==> src/rtl/seq_divider_pkg.sv <==
// Shared types for the sequential restoring divider: FSM states, default width
// and the packed result record used by consumers of the quotient/remainder pair.
package seq_divider_pkg;

  localparam int DEF_DATA_LEN = 32;

  typedef enum logic [1:0] {
    IDLE,
    CALC,
    FIX,
    DONE
  } t_div_state;

  typedef struct packed {
    logic [DEF_DATA_LEN-1:0] quotient;
    logic [DEF_DATA_LEN-1:0] remainder;
    logic                    div_by_zero;
  } t_div_result;

endpackage

==> src/rtl/seq_divider_div_step.sv <==
// One restoring division step: shift the next dividend bit into the partial
// remainder and subtract the divisor when the result stays non-negative.
module div_step
  import seq_divider_pkg::*;
#(
  parameter int DATA_LEN = DEF_DATA_LEN
) (
  input  logic [DATA_LEN:0]   rem_in,
  input  logic                bit_in,
  input  logic [DATA_LEN-1:0] divisor,
  output logic [DATA_LEN:0]   rem_out,
  output logic                q_bit
);

  logic [DATA_LEN:0] shifted;
  logic [DATA_LEN:0] diff;
  // The partial remainder is always below the divisor, so its top bit is zero.
  logic              unused_rem_msb;

  assign unused_rem_msb = rem_in[DATA_LEN];
  assign shifted        = {rem_in[DATA_LEN-1:0], bit_in};
  assign diff           = shifted - {1'b0, divisor};
  assign q_bit          = (shifted >= {1'b0, divisor});
  assign rem_out        = q_bit ? diff : shifted;

endmodule

==> src/rtl/seq_divider.sv <==
// Iterative restoring divider, one quotient bit per clock, valid/ready on both sides.
// Define SEQ_DIVIDER_SIGNED_EN to honour op_signed (two's-complement division with a FIX stage).
module seq_divider
  import seq_divider_pkg::*;
#(
  parameter int DATA_LEN = DEF_DATA_LEN
) (
  input  logic                clk,
  input  logic                reset,
  input  logic                in_valid,
  output logic                in_ready,
  input  logic [DATA_LEN-1:0] a,
  input  logic [DATA_LEN-1:0] b,
  input  logic                op_signed,
  output logic                out_valid,
  input  logic                out_ready,
  output logic [DATA_LEN-1:0] quotient,
  output logic [DATA_LEN-1:0] remainder,
  output logic                div_by_zero,
  output logic                busy
);

  localparam int CNT_W = (DATA_LEN > 2) ? $clog2(DATA_LEN) : 1;
  localparam logic [CNT_W-1:0] CNT_LAST = CNT_W'(DATA_LEN - 1);

  t_div_state state_reg, state_next;

  logic [DATA_LEN-1:0] q_reg;
  logic [DATA_LEN-1:0] d_reg;
  logic [DATA_LEN-1:0] a_raw_reg;
  logic [DATA_LEN:0]   r_reg;
  logic [CNT_W-1:0]    cnt_reg;
  // Divide-by-zero takes one extra cycle in DONE to publish its fixed result.
  logic                zero_pend_reg;

  logic [DATA_LEN-1:0] a_mag;
  logic [DATA_LEN-1:0] b_mag;
  logic [DATA_LEN:0]   step_rem;
  logic                step_q;
  logic [DATA_LEN-1:0] q_next;
  logic                fix_needed;
  logic                accept;
  logic                last_step;

`ifdef SEQ_DIVIDER_SIGNED_EN
  logic a_neg, b_neg;
  logic signed_reg;
  logic neg_q_reg;
  logic neg_r_reg;

  assign a_neg      = op_signed & a[DATA_LEN-1];
  assign b_neg      = op_signed & b[DATA_LEN-1];
  assign a_mag      = a_neg ? -a : a;
  assign b_mag      = b_neg ? -b : b;
  assign fix_needed = signed_reg;
`else
  logic unused_op_signed;

  assign unused_op_signed = op_signed;
  assign a_mag            = a;
  assign b_mag            = b;
  assign fix_needed       = 1'b0;
`endif

  assign in_ready  = (state_reg == IDLE);
  assign busy      = (state_reg != IDLE);
  assign out_valid = (state_reg == DONE) && !zero_pend_reg;
  assign accept    = in_valid && in_ready;
  assign last_step = (cnt_reg == '0);
  assign q_next    = {q_reg[DATA_LEN-2:0], step_q};

  div_step #(
    .DATA_LEN(DATA_LEN)
  ) u_step (
    .rem_in (r_reg),
    .bit_in (q_reg[DATA_LEN-1]),
    .divisor(d_reg),
    .rem_out(step_rem),
    .q_bit  (step_q)
  );

  always_comb begin
    state_next = state_reg;
    case (state_reg)
      IDLE: if (accept) state_next = (b == '0) ? DONE : CALC;
      CALC: if (last_step) state_next = fix_needed ? FIX : DONE;
      FIX:  state_next = DONE;
      DONE: if (out_valid && out_ready) state_next = IDLE;
      default: state_next = IDLE;
    endcase
  end

  always_ff @(posedge clk) begin
    if (reset) begin
      state_reg     <= IDLE;
      q_reg         <= '0;
      d_reg         <= '0;
      a_raw_reg     <= '0;
      r_reg         <= '0;
      cnt_reg       <= '0;
      zero_pend_reg <= 1'b0;
      quotient      <= '0;
      remainder     <= '0;
      div_by_zero   <= 1'b0;
`ifdef SEQ_DIVIDER_SIGNED_EN
      signed_reg    <= 1'b0;
      neg_q_reg     <= 1'b0;
      neg_r_reg     <= 1'b0;
`endif
    end else begin
      state_reg <= state_next;
      case (state_reg)
        IDLE: begin
          if (accept) begin
            a_raw_reg     <= a;
            q_reg         <= a_mag;
            d_reg         <= b_mag;
            r_reg         <= '0;
            cnt_reg       <= CNT_LAST;
            zero_pend_reg <= (b == '0);
`ifdef SEQ_DIVIDER_SIGNED_EN
            signed_reg    <= op_signed;
            neg_q_reg     <= a_neg ^ b_neg;
            neg_r_reg     <= a_neg;
`endif
          end
        end
        CALC: begin
          r_reg   <= step_rem;
          q_reg   <= q_next;
          cnt_reg <= cnt_reg - 1'b1;
          if (last_step && !fix_needed) begin
            quotient    <= q_next;
            remainder   <= step_rem[DATA_LEN-1:0];
            div_by_zero <= 1'b0;
          end
        end
`ifdef SEQ_DIVIDER_SIGNED_EN
        FIX: begin
          // Magnitude result is re-signed: quotient truncates toward zero, remainder follows dividend.
          quotient    <= neg_q_reg ? -q_reg : q_reg;
          remainder   <= neg_r_reg ? -r_reg[DATA_LEN-1:0] : r_reg[DATA_LEN-1:0];
          div_by_zero <= 1'b0;
        end
`endif
        DONE: begin
          if (zero_pend_reg) begin
            quotient      <= '1;
            remainder     <= a_raw_reg;
            div_by_zero   <= 1'b1;
            zero_pend_reg <= 1'b0;
          end
        end
        default: ;
      endcase
    end
  end

endmodule

==> config.mk <==
export PLATFORM = sky130hd
export DESIGN_NAME = seq_divider
export DESIGN_NICKNAME = d
export VERILOG_FILES = /design/src/rtl/seq_divider_pkg.sv /design/src/rtl/seq_divider_div_step.sv /design/src/rtl/seq_divider.sv
export SDC_FILE = /design/constraint.sdc
export NUM_CORES = 1
export LEC_CHECK = 0
export ABC_AREA = 1
export BUFFER_PORTS_ARGS = -buffer_cell sky130_fd_sc_hd__buf_4
export CORE_MARGIN = 2
export CORE_UTILIZATION = 51
export CTS_BUF_LIST = sky130_fd_sc_hd__clkbuf_2
export DETAILED_ROUTE_END_ITERATION = 7
export GPL_TIMING_DRIVEN = 0
export PLACE_DENSITY = 0.74
export SLEW_MARGIN = 20
export SYNTH_ARGS = -nofsm -noshare
export SYNTH_HDL_FRONTEND = slang
export SYNTH_HIERARCHICAL = 1
export SYNTH_SLANG_ARGS = --single-unit
==> constraint.sdc <==
create_clock -name clk -period 1.93 [get_ports clk]
set_input_delay 0.0965 -clock clk [delete_from_list [all_inputs] [get_ports clk]]
set_output_delay 0.0965 -clock clk [all_outputs]
set_load 0.05 [all_outputs]
## Word-level counts from Yosys, hierarchy flattened

Index checks and enable logic that the tools add are counted.

| operators by class | value |
|---|---|
| add/sub/neg operators | 2 |
| magnitude comparators | 1 |
| equality and inequality tests | 7 |
| multiplexer cells | 23 |
| reduce and logical (&&, ||, !) cells | 16 |

Operators with widths:

| kind | number |
|---|---|
| 32-bit one-hot mux with 2 select lines | 4 |
| 32-bit two-way mux | 7 |
| 33-bit by 32-bit >= comparator with 1-bit output | 1 |
| 32-bit logical NOT | 1 |
| 32-bit subtractor | 1 |
| 5-bit one-hot mux with 2 select lines | 1 |
| 2-bit two-way mux | 4 |
| 2-bit one-hot mux with 4 select lines | 1 |
| 2-bit nonzero test | 4 |
| 2-bit AND reduction | 3 |
| 3-bit AND reduction | 2 |
| 5-bit logical NOT | 1 |
| 5-bit two-way mux | 1 |
| 5-bit by 1-bit subtractor with 5-bit output, second input constant | 1 |
| 2-bit equality test, second input constant | 2 |
| 2-bit by 1-bit inequality test with 1-bit output, second input constant | 2 |
| 2-bit inequality test, second input constant | 2 |
| 1-bit one-hot mux with 2 select lines | 2 |
| 1-bit logical AND | 3 |
| 1-bit two-way mux | 3 |
| 2-bit by 1-bit equality test with 1-bit output, second input constant | 1 |
| 2-bit logical NOT | 1 |
| 1-bit logical NOT | 1 |

| word-level totals | value |
|---|---|
| flip-flop bits (word level) | 201 |
| word-level logic and storage cells | 59 |

## Longest topological paths before layout

| depth | value |
|---|---|
| depth in word-level cells | 5 |
| depth in mapped cells | 19 |
| mapped depth without buffers | 18 |

## Cells and area by module

Netlist, hierarchy kept.

By module, submodules not included:

| module | times used | cells each | area each (µm²) | seq. area each (µm²) |
|---|---|---|---|---|
| seq_divider | 1 | 1149 | 8135.3 | 4043.9 |
| div_step | 1 | 679 | 3308.2 | 0.0 |

## Worst setup path after synthesis

Ideal clock, no wire load.

| path | value |
|---|---|
| path type | reg-to-reg |
| from | reg state_reg[1] |
| to | reg r_reg[17] |
| data arrival time | 2.039 ns |
| data required time | 1.798 ns |
| path slack | -0.241 ns |
| stages on the path, launching flop included | 9 |
| buffers on the path | 1 |
| clock period less this slack | 2.171 ns |
| path through | dfxtp_1 -> inv_1 -> ha_1 -> inv_1 -> nor2_1 -> nor2_2 -> buf_2 -> nand2_1 -> a21oi_1 |

| on the way | value |
|---|---|
| word-level cells in the longest chain between the ends | 4 |
| elaborated cells between the ends (all ways) | 7 |
| those cells by class | eq/ne (2); mux (1); reduce/logical (4) |

Ends and longest elaborated chain:

| item | RTL line | source |
|---|---|---|
| start: declaration | seq_divider.sv:26 | `t_div_state state_reg, state_next;` |
| start signal: assignment | seq_divider.sv:111 | `state_reg <= state_next;` |
| 2-bit logical NOT * | seq_divider.sv:65 | `assign in_ready = (state_reg == IDLE);` |
| named net in_ready | seq_divider.sv:11 | `output logic in_ready,` |
| 1-bit logical AND | seq_divider.sv:68 | `assign accept = in_valid && in_ready;` |
| 2-bit by 1-bit inequality test with 1-bit output (no line) | n/a |  |
| 2-bit AND reduction (no line) | n/a |  |
| end signal: assignment | seq_divider.sv:129 | `r_reg <= step_rem;` |
| end: declaration | seq_divider.sv:31 | `logic [DATA_LEN:0] r_reg;` |

The timed path passes the listed nets; every way through them passes the cells marked *.
A chain may end at the register's enable or synchronous reset.

## Final worst setup path

| path | value |
|---|---|
| from | reg d_reg[22] |
| to | reg r_reg[15] |

| on the way | value |
|---|---|
| word-level cells in the longest chain between the ends | 3 |

Ends and longest elaborated chain:

| item | RTL line | source |
|---|---|---|
| start: declaration | seq_divider.sv:29 | `logic [DATA_LEN-1:0] d_reg;` |
| start signal: assignment | seq_divider.sv:117 | `d_reg <= b_mag;` |
| 33-bit by 32-bit >= comparator with 1-bit output | seq_divider_div_step.sv:23 | `assign q_bit = (shifted >= {1'b0, divisor});` |
| 32-bit two-way mux | seq_divider_div_step.sv:24 | `assign rem_out = q_bit ? diff : shifted;` |
| named net step_rem[15] | seq_divider.sv:38 | `logic [DATA_LEN:0] step_rem;` |
| 32-bit one-hot mux with 2 select lines | seq_divider.sv:112 | `case (state_reg)` |

The timed path passes the listed nets, and every way through them passes these cells.

==> impl_metrics.csv <==
group,metric,value,unit
placed_design,place_area,13200,µm²
sta,fin_tns_setup,-19.40,ns
placed_design,dpl.hpwl,27.1,mm
clock_network,path_clk_slew,0.13,ns
outcome,violations,"setup timing",
grt,antenna_found_initial,1,
floorplan,die-area,23500,µm²
floorplan,rows,54,
critical_path,worstSetupPathType,"flip-flop to flip-flop",
finish,mostFrequentLayoutCells,"528 x nand2_1, 245 x nor2_1, 187 x buf_4",
grt,grt_pass1_vias,12014,
clock_network,htreeDepth,2,
critical_path,start_kind,"flip-flop",
sta,max_freq,417,MHz
finish,drive_above_1_share,0.295,
clock_network,clkSinkCount,201,
clock_network,cts_root_buf,"clkbuf_2",
logic_synthesis,synth_warnings,6,
floorplan,io_pins,137,
floorplan,design.core.area,21800,µm²
logic_synthesis,synth_cells,1810,
finish,final_common_cell,"nand2_1",
clock_network,clock_path_buffers,3,
detailed_routing,drt_iter0_drc,731,
critical_path,required,2.56,ns
grt,gr-total-overflow,0,
grt,grtUsageMet1,0.379,
detailed_routing,wirelength,37.6,mm
sta,period_minus_slack,2.40,ns
sta,timing.final.crit_share,1.24,
min_path,hp-class,"primary input to flip-flop",
clock_network,cts_tree,"done",
detailed_routing,via_per_inst,5.11,
critical_path,crit_fanout,5,
grt,met2_usage,0.537,
pwr,ir_drop,0.00106,V
critical_path,worstPathArrival,3.03,ns
detailed_routing,drc,0,
sta,rsz0062_at_grt,"yes",
floorplan,die-height,153,µm
finish,area_growth,38.2,%
sta,max-slew-margin-rel,0.549,
detailed_routing,routed-via-count,12412,
outcome,outcome,"finished, violations left",
logic_synthesis,syn_area_per_cell,6.27,µm²
grt,grt_pass1_wl,59.0,mm
grt,busiest_layer,"met2",
grt,grt_max_degree,14,
floorplan,die_w,153,µm
clock_network,clk_latency,0.85,ns
pwr,leakage,0.00730,µW
finish,nFillCells,1801,
placed_design,gp_congestion,0.950,
sta,holdWs,0.0599,ns
detailed_routing,firstDrtPassIters,7,
logic_synthesis,syn_area,11300,µm²
sta,final.setup.worst_slack,-0.470,ns
finish,fin_util,0.719,
finish,design_area,15700,µm²
finish,layout.nets,2219,
job,drv_cap,0,
floorplan,start_util,0.520,
sta,hold_violations,0,
grt,grt_use_total,0.309,
sta,slew_viol_final,0,
critical_path,crit_path_end_kind,"flip-flop",
sta,setup_viol,67,
clock_network,cts_buffers,49,
placed_design,pre_cts_ws,-0.499,ns
logic_synthesis,syn-num-nets,1917,
placed_design,portBuffers,134,
detailed_routing,wl_per_cell,15.5,µm
sta,fin_skew,0.120,ns
sta,tightest_slew,0.677,ns
detailed_routing,ant_nets,0,
grt,grt_util_met3,0.0533,
pwr,p_per_area,1780,nW/µm²
==> routing by layer <==
metal  routed length (µm)  vias to the layer above
li1                     -                     6262
met1                15500                     5674
met2                18200                      392
met3                 2440                       84
met4                 1380                        0
met5                    0                        -
==> path summary, 6_finish.rpt <==
kind	start	endpoint	slack, ns	cells past startpoint
worst max-delay path	d_reg[22]	r_reg[15]	-0.47	20
worst min-delay path	a[15]	a_raw_reg[15]	0.06	4
worst max register to register	d_reg[22]	r_reg[15]	-0.47	20
worst min register to register	remainder[9]	remainder[9]	0.47	2
==> timing repair <==
action	in CTS	in global routing
setup buffers	41	13
hold buffers	66	0
pin swaps	78	51
endpoints found under the setup margin	97	139
gates resized for setup	196	84
hold endpoints to repair	105	0
cloned	4	1
==> stage by stage <==
step                      instances  power, µW
after detailed placement       2224      20900
after floorplan                1810      16900
after CTS                      2416      26800
final                          2427      27900
after global routing           2427      29800
after global placement         2224      20700
==> where the power goes <==
| group | internal (µW) | leakage [µW] | total, µW | switching [µW] |
|---|---|---|---|---|
| clock | 1130 | 0.000336 | 2830 | 1700 |
| sequential | 5390 | 0.00167 | 6250 | 856 |
| combinational | 6980 | 0.00530 | 18800 | 11800 |
| total | 13500 | 0.00730 | 27900 | 14400 |
==> area by class of cell <==
cell class	instances	area (µm²)	share of cell area
Multi-Input combinational cell	1315	7350	0.469
Sequential cell	201	4080	0.260
Timing Repair Buffer	255	2200	0.140
Inverter	207	779	0.0497
Buffer	83	472	0.0301
Clock buffer	73	365	0.0233
Tap cell	280	350	0.0223
Clock inverter	12	76.3	0.00487
Antenna cell	1	2.50	0.000160
==> worst max-delay path: stages (launching register included) <==
cell	delay, ns
dfxtp_2	0.35
inv_2	0.05
ha_4	0.26
nand2_1	0.09
nand2_2	0.06
nand2_1	0.06
nand2_1	0.07
inv_1	0.06
nand2_1	0.06
nand2_1	0.07
nand2_2	0.07
nor2_4	0.13
buf_12	0.14
nand2_8	0.08
buf_4	0.16
buf_16	0.12
nand2_1	0.07
nand2_2	0.09
buf_4	0.14
nand2_1	0.07
a21oi_1	0.06
(Power assumes the default switching activity.)
